--- src/rtl/leaf_pkt_pkg.sv ---
// Shared types and constants for the leaf output packetizer.
// Packet layout (default widths): [48]=valid marker, [47:43]=dest leaf,
// [42:39]=dest port, [38:32]=write address, [31:0]=payload.
package leaf_pkt_pkg;

   typedef enum logic [1:0] {
      StUncfg = 2'd0,
      StIdle  = 2'd1,
      StBusy  = 2'd2
   } state_e;

   // Header field widths and bit offsets for the default packet geometry
   localparam int unsigned PayloadW   = 32;
   localparam int unsigned AddrW      = 7;
   localparam int unsigned PortW      = 4;
   localparam int unsigned LeafW      = 5;
   localparam int unsigned PayloadLsb = 0;
   localparam int unsigned AddrLsb    = PayloadLsb + PayloadW;
   localparam int unsigned PortLsb    = AddrLsb + AddrW;
   localparam int unsigned LeafLsb    = PortLsb + PortW;
   localparam int unsigned MarkerBit  = LeafLsb + LeafW;
   localparam int unsigned PacketW    = MarkerBit + 1;

   // Destination buffer depth, i.e. credits available after configuration
   localparam int unsigned CreditMax  = 128;

endpackage

--- src/rtl/leaf_credit_counter.sv ---
// Saturating credit counter: -1 per accepted beat, +IncAmt per credit return,
// load forces the counter back to Max and takes priority over everything.
module leaf_credit_counter
   import leaf_pkt_pkg::*;
#(
   parameter int unsigned Width  = 8,
   parameter int unsigned IncAmt = 64,
   parameter int unsigned Max    = CreditMax
) (
   input  logic             clk_i,
   input  logic             rst_ni,
   input  logic             dec_i,
   input  logic             inc_i,
   input  logic             load_i,
   output logic [Width-1:0] count_o
);

   logic [Width-1:0] count_q, count_d;
   int unsigned      sum;

   // Next count: apply increment and decrement together, then saturate at Max
   always_comb begin
      sum = 32'(count_q);
      if (inc_i) sum = sum + IncAmt;
      if (dec_i) sum = sum - 1;
      if (sum > Max) sum = Max;
      count_d = load_i ? Width'(Max) : Width'(sum);
   end

   // Counter register, full of credits out of reset
   always_ff @(posedge clk_i or negedge rst_ni) begin
      if (!rst_ni) count_q <= Width'(Max);
      else         count_q <= count_d;
   end

   assign count_o = count_q;

endmodule

--- src/rtl/leaf_out_packetizer.sv ---
// Wraps user stream beats into BFT packets for the leaf output arbiter,
// stamping destination and a wrapping write address, gated by credits.
// Define LEAF_PKT_STAT_EN to build the sent-packet counter on pkt_count.
module leaf_out_packetizer
   import leaf_pkt_pkg::*;
#(
   parameter int unsigned PACKET_BITS           = PacketW,
   parameter int unsigned PAYLOAD_BITS          = PayloadW,
   parameter int unsigned NUM_LEAF_BITS         = LeafW,
   parameter int unsigned NUM_PORT_BITS         = PortW,
   parameter int unsigned NUM_ADDR_BITS         = AddrW,
   parameter int unsigned FREESPACE_UPDATE_SIZE = 64
) (
   input  logic                     ap_clk,
   input  logic                     ap_rst_n,
   input  logic [PAYLOAD_BITS-1:0]  s_tdata,
   input  logic                     s_tvalid,
   output logic                     s_tready,
   input  logic                     cfg_wr,
   input  logic [NUM_LEAF_BITS-1:0] cfg_dest_leaf,
   input  logic [NUM_PORT_BITS-1:0] cfg_dest_port,
   input  logic                     credit_vld,
   output logic [PACKET_BITS-1:0]   pkt_data,
   output logic                     pkt_vld,
   input  logic                     pkt_ack,
   output logic [31:0]              pkt_count
);

   localparam int unsigned CreditW = NUM_ADDR_BITS + 1;

   state_e                   state_q, state_d;
   logic [PACKET_BITS-1:0]   pkt_q, pkt_d;
   logic [NUM_LEAF_BITS-1:0] leaf_q, leaf_d;
   logic [NUM_PORT_BITS-1:0] port_q, port_d;
   logic [NUM_ADDR_BITS-1:0] addr_q, addr_d;
   logic [CreditW-1:0]       credits;
   logic                     accept;

   leaf_credit_counter #(
      .Width  (CreditW),
      .IncAmt (FREESPACE_UPDATE_SIZE),
      .Max    (2 ** NUM_ADDR_BITS)
   ) u_credit (
      .clk_i   (ap_clk),
      .rst_ni  (ap_rst_n),
      .dec_i   (accept),
      .inc_i   (credit_vld),
      .load_i  (cfg_wr),
      .count_o (credits)
   );

   // Ready only when configured, credited, not reconfiguring, and the holding slot frees now
   always_comb begin
      s_tready = (state_q != StUncfg) && (credits != '0) && !cfg_wr &&
                 ((state_q == StIdle) || pkt_ack);
      accept   = s_tvalid && s_tready;
   end

   // FSM next state; cfg_wr only matters while unconfigured
   always_comb begin
      state_d = state_q;
      unique case (state_q)
         StUncfg: if (cfg_wr) state_d = StIdle;
         StIdle:  if (accept) state_d = StBusy;
         StBusy:  if (pkt_ack && !accept) state_d = StIdle;
         default: state_d = StUncfg;
      endcase
   end

   // Datapath next state; a held packet keeps its header across a reconfigure
   always_comb begin
      pkt_d  = accept ? {1'b1, leaf_q, port_q, addr_q, s_tdata} : pkt_q;
      leaf_d = cfg_wr ? cfg_dest_leaf : leaf_q;
      port_d = cfg_wr ? cfg_dest_port : port_q;
      addr_d = addr_q;
      if (cfg_wr)      addr_d = '0;
      else if (accept) addr_d = addr_q + NUM_ADDR_BITS'(1);
   end

   // State and datapath registers
   always_ff @(posedge ap_clk or negedge ap_rst_n) begin
      if (!ap_rst_n) begin
         state_q <= StUncfg;
         pkt_q   <= '0;
         leaf_q  <= '0;
         port_q  <= '0;
         addr_q  <= '0;
      end else begin
         state_q <= state_d;
         pkt_q   <= pkt_d;
         leaf_q  <= leaf_d;
         port_q  <= port_d;
         addr_q  <= addr_d;
      end
   end

   assign pkt_vld  = (state_q == StBusy);
   assign pkt_data = pkt_q;

`ifdef LEAF_PKT_STAT_EN
   logic [31:0] cnt_q;

   // Count packets handed to the arbiter; wraps naturally
   always_ff @(posedge ap_clk or negedge ap_rst_n) begin
      if (!ap_rst_n)              cnt_q <= '0;
      else if (pkt_vld && pkt_ack) cnt_q <= cnt_q + 32'd1;
   end

   assign pkt_count = cnt_q;
`else
   assign pkt_count = '0;
`endif

endmodule

--- config.mk ---
export PLATFORM = sky130hd
export DESIGN_NAME = leaf_out_packetizer
export DESIGN_NICKNAME = d
export VERILOG_FILES = /design/src/rtl/leaf_pkt_pkg.sv /design/src/rtl/leaf_credit_counter.sv /design/src/rtl/leaf_out_packetizer.sv
export SDC_FILE = /design/constraint.sdc
export NUM_CORES = 1
export LEC_CHECK = 0
export CAP_MARGIN = 20
export CORE_MARGIN = 3
export CORE_UTILIZATION = 48
export DETAILED_ROUTE_END_ITERATION = 10
export PLACE_DENSITY = 0.95
export SYNTH_ARGS = -nofsm -noshare
export SYNTH_HDL_FRONTEND = slang
export SYNTH_SLANG_ARGS = --single-unit
--- constraint.sdc ---
create_clock -name ap_clk -period 3.15 [get_ports ap_clk]
set_input_delay 0.63 -clock ap_clk [delete_from_list [all_inputs] [get_ports ap_clk]]
set_output_delay 0.63 -clock ap_clk [all_outputs]
set_load 0.01 [all_outputs]
# == Yosys cells after proc, flatten, opt, wreduce, memory -nomap -nowiden ==
# Index checks and enable logic that the tools add are counted.
# classes
add_sub_neg,3
n_lt_le_gt_ge,1
eq_ne,5
mux,10
n_reduce_logical,13
# op_table
op,count
$mux W32,2
$gt A32 B8 Y1 const B,1
$sub A32 B1 Y32 const B,1
$mux W8,2
$mux W7,2
$add A8 B7 Y9 const B,1
$reduce_bool A8 Y1,1
$add A7 B1 Y7 const B,1
$mux W2,3
$pmux W2 S3,1
$logic_and A1 B1 Y1,5
$ne A2 B2 Y1 const B,2
$reduce_bool A2 Y1,2
$reduce_and A3 Y1,1
$eq A2 B1 Y1 const B,1
$eq A2 B2 Y1 const B,1
$logic_not A1 Y1,2
$logic_not A2 Y1,1
$ne A2 B1 Y1 const B,1
$logic_or A1 B1 Y1,1
# word_totals
register_bits,75
inputBits,47
output_inout_bits,83
elab_cells,38

# == Depth between registers and ports, before layout ==
# depth
word_depth,9
ltp_mapped,9
mapped_depth_nobuf,9

# == By module ==
# Synthesis repeated with hierarchy kept, for this count alone.
# unflattened
cells_unflattened,270
hier_area_um2,3558.4
# by_module_without_submodules
module,n_inst,cells_per_inst,area_each_um2,seq_area_each_um2
leaf_out_packetizer,1,204,2881.5,1676.6
leaf_credit_counter,1,66,676.9,201.4

# == Worst setup path before layout ==
# Ideal clock, no wire load.
# synth_timing
path_kind,input to register
start,input s_tvalid
end,register u_credit.count_q[0] (netlist: u_credit.count_o[0])
setup_time_ns,0.101
arrival_time_ns,2.134
required_time_ns,3.049
path_slack_ns,0.915
path_stages,6
path_buffers,0
path_cell_list,or3b_1 -> or3_1 -> nor4_2 -> mux2i_1 -> a41oi_1 -> nor4_1
# synth_between
elab_chain_len,5
# synth_rtl
element,line_no,text
"start, declared",leaf_out_packetizer.sv:17,"input logic s_tvalid,"
$logic_and A1 B1 Y1 *,leaf_out_packetizer.sv:56,accept = s_tvalid && s_tready;
$mux W32 *,leaf_credit_counter.sv:25,if (dec_i) sum = sum - 1;
$gt A32 B8 Y1,leaf_credit_counter.sv:26,if (sum > Max) sum = Max;
$mux W8 *,leaf_credit_counter.sv:26,
$mux W8 *,leaf_credit_counter.sv:27,count_d = load_i ? Width'(Max) : Width'(sum);
net u_credit.count_d[0],leaf_credit_counter.sv:18,"logic [Width-1:0] count_q, count_d;"
"end signal, assigned",leaf_credit_counter.sv:32,if (!rst_ni) count_q <= Width'(Max);
"end signal, assigned",leaf_credit_counter.sv:33,else count_q <= count_d;
"end, declared",leaf_credit_counter.sv:18,
# Mark *: on every way through the listed nets, which the timed path passes. The rest lies on a longest branch.
# A chain may end at the register's enable or synchronous reset.

# == Final worst setup path ==
# layout_timing
start,register u_credit.count_q[0] (netlist: u_credit.count_o[0])
end,output s_tready
# layout_between
elab_chain_len,4
# layout_rtl
element,line_no,text
$reduce_bool A8 Y1,leaf_out_packetizer.sv:54,s_tready = (state_q != StUncfg) && (credits != '0) && !cfg_wr &&
$logic_and A1 B1 Y1 (3 in a row),leaf_out_packetizer.sv:54,
"end, declared",leaf_out_packetizer.sv:18,"output logic s_tready,"
# Every way passes these cells.

==> metrics.txt <==
Slew headroom=0.395; CTS resizes=0; Post-Syn Area per Cell=9.38 um2; first-pass GRT wire length=12800 um; core area=6910 um2; post-synthesis sequential area ratio=0.538; critical path's slowest cell=clkdlybuf4s50_1; # port buffers=97; Synth Area in Adders=0.0179; fillers=559; fraction of layout cells with a size suffix above 1=0.0802; crit-path max cell delay=0.53 ns; DR WL/cell=13.7 um; clock buffer depth=2; CP Capture Type=primary output; Compound-Gate Fraction of Synth Area=0.0384; WL final=7790 um; HP Class=in -> async; Die Y=91.3 um; register area=1880 um2; max-slew violations=0; peak supply drop=471 uV; root buf cell=clkbuf_8; Clock Pin Slew Worst Setup and Hold Paths=0.07 ns; worst setup path class=reg -> out; DR pass1 iterations=4; post-synthesis xor/xnor area fraction=0.0301; Final Setup Violations=0; status=completed; R2R Path Start=u_credit.count_o[0]$_DFF_PN0_; FMAX=341 MHz; EDFF count, synth=0; leakage=0.00224 uW; final hold vios=0; Worst R2R Path Depth=9; remaining antenna violation count=0; Final Cycle Share=0.931; Post-CTS Setup Inserts=0; routability congestion estimate=0.849; mux cell area share after synthesis=0.0387; total power=3550 uW; Core Rows=30; Syn Std Cell Area=3490 um2; post-synthesis cell count=372; Die ar.=8330 um2; via count=2730; final net count=522; main flop type after synthesis=dfrtp_1; DPL Wire Length=5770 um; worst-skew pair later-pin latency=0.33 ns; PwrDens=765 nW/um2; # hold bufs at CTS=0; min Tclk post-route=2.93 ns; Initial Utilization=0.505; worst clock skew=0.0118 ns; Slew @ Worst Pin=0.908 ns; pin count of the biggest net entering global routing=76; CP Launch Point=u_credit.count_o[0]$_DFF_PN0_; reg2reg end=u_credit.count_o[0]$_DFF_PN0_; Crit path arrival time=2.30 ns; Vias/cell=4.79; Synth Area in Simple Gates=0.241; max_cap viols=0; I/O pin total=130; TritonCTS clock tree=done; die width=91.3 um; post-synthesis cell type count=45; main combinational cell family by area after synthesis=simple AND/OR/NAND/NOR gates; unrepaired setup endpoints after global routing=no; H-tree lvl count=3; Sum Neg Setup Slack=0 ns; initial drt markers=65; critical-path maximum fanout=5; r2r setup slk=0.61 ns; GR Util All Layers=0.191; Setup crit end=s_tready; antenna fix cells=0; Yosys reg bits=75; detailed-route DRC error count=0; cells along the critical path=inv_1, ha_1, nor4bb_4, a211o_2, inv_2, clkdlybuf4s50_1; total CTS buffers=9; startpoint types=flop; WP data required=2.52 ns; GR Overflow Total=0; clock sinks=75; fraction of registers with async set or reset after synthesis=1.00; area of the multi-input gates=1400 um2; layout overhead on the synthesized area=33.1%; vias in the first global route=2815; yosys warns=0; initial antenna violation count=0
layer usage:
metal	GRT usage	routed length, um	vias up
li1	-	-	1315
met1	0.229	3150	1302
met2	0.324	4020	101
met3	0.0497	495	12
met4	0.0842	127	0
met5	0	0	-
layout by cell type (no fill, tap or decap), types with 5 or more instances in the layout:
cell type,netlist,layout
buf_4,32,5
clkbuf_8,0,11
clkdlybuf4s50_1,0,96
conb_1,1,32
dfrtp_1,74,74
ha_1,5,5
inv_1,7,7
mux2_2,9,9
nand2_1,154,153
nor2_1,12,12
nor3_1,5,5
xnor2_1,5,5
xor2_1,7,7
worst max-delay path: cells and delay by family, from the launching register on:
kind            cells  cell delay [ns]
simple gates        1             0.20
compound gates      1             0.38
flops               1             0.45
fa+ha+maj           1             0.25
buf+inv             3             0.70
synth_stat cells (2+ instances only):
library cell / count / area (um2)
xnor2_1: 5 / 43.8
nor3_1: 5 / 25.0
nand2_1: 154 / 578
ha_1: 5 / 62.6
nor2b_1: 2 / 12.5
mux2_2: 9 / 101
o21ai_0: 2 / 10.0
buf_4: 32 / 240
nor4_1: 4 / 25.0
a21oi_1: 4 / 20.0
nor2_1: 12 / 45.0
xor2_1: 7 / 61.3
inv_1: 7 / 26.3
buf_2: 4 / 20.0
nand4_1: 3 / 18.8
mux2i_1: 2 / 20.0
o21a_1: 2 / 15.0
clkbuf_1: 9 / 33.8
dfrtp_1: 74 / 1850
or3_1: 2 / 12.5
and3_1: 3 / 18.8
a41oi_1: 2 / 17.5
cells by family (layout without fill, tap and decap cells):
logic type / after synthesis / in the layout
buffers and inverters: 54 / 125
adders and majority gates: 5 / 5
AOI/OAI and AO/OA: 17 / 17
DFF: 75 / 75
and+or+nand+nor: 196 / 196
other: 1 / 32
xor gates and xnor gates: 12 / 12
muxes: 12 / 12
power breakdown:
part | switching (uW) | internal (uW) | leakage (uW)
Clock | 316 | 405 | 0.0000995
Combinational | 674 | 722 | 0.00119
Sequential | 182 | 1250 | 0.000952
state kept, by name, summed over array words and instances (netlist names):
register	flops
state_q	2
pkt_data	49
u_credit.count_o	8
port_q	4
addr_q	7
leaf_q	5
stage by stage:
stage,area (um2),hold WS (ns),util,worst slack (ns),instances
detailed placement,4450,0.455,0.644,0.0793,555
global route,4640,0.489,0.672,0.137,570
CTS,4640,0.466,0.672,0.206,570
floorplan,3600,0.334,-,0.915,403
finish,4640,0.446,0.672,0.216,570
global placement,4450,0.443,0.644,0.249,555
how the worst min path moves through the flow:
stage | cells past startpoint | to | slack (ns) | start
6_report | 1 | state_q[0]$_DFFE_PN0P_ | 0.45 | ap_rst_n
5_1_grt | 2 | pkt_data[39]$_DFFE_PN0N_ | 0.49 | port_q[0]$_DFFE_PN0P_
4_1_cts | 1 | pkt_data[30]$_DFFE_PN0N_ | 0.47 | ap_rst_n
3_5_place_dp | 1 | pkt_data[48]$_DFFE_PN0N_ | 0.46 | pkt_data[48]$_DFFE_PN0N_
3_3_place_gp | 2 | pkt_data[41]$_DFFE_PN0N_ | 0.44 | port_q[2]$_DFFE_PN0P_
2_1_floorplan | 0 | addr_q[0]$_DFFE_PN0P_ | 0.33 | ap_rst_n
cell type report:
class,instances,area share
tap,96,0.0259
timing repair buffer,102,0.219
multi-input combinational,274,0.302
inverter,8,0.00647
clock inverter,2,0.00755
sequential,75,0.405
clock buffer,13,0.0342
Note: power is estimated with default switching activity, not from simulation.
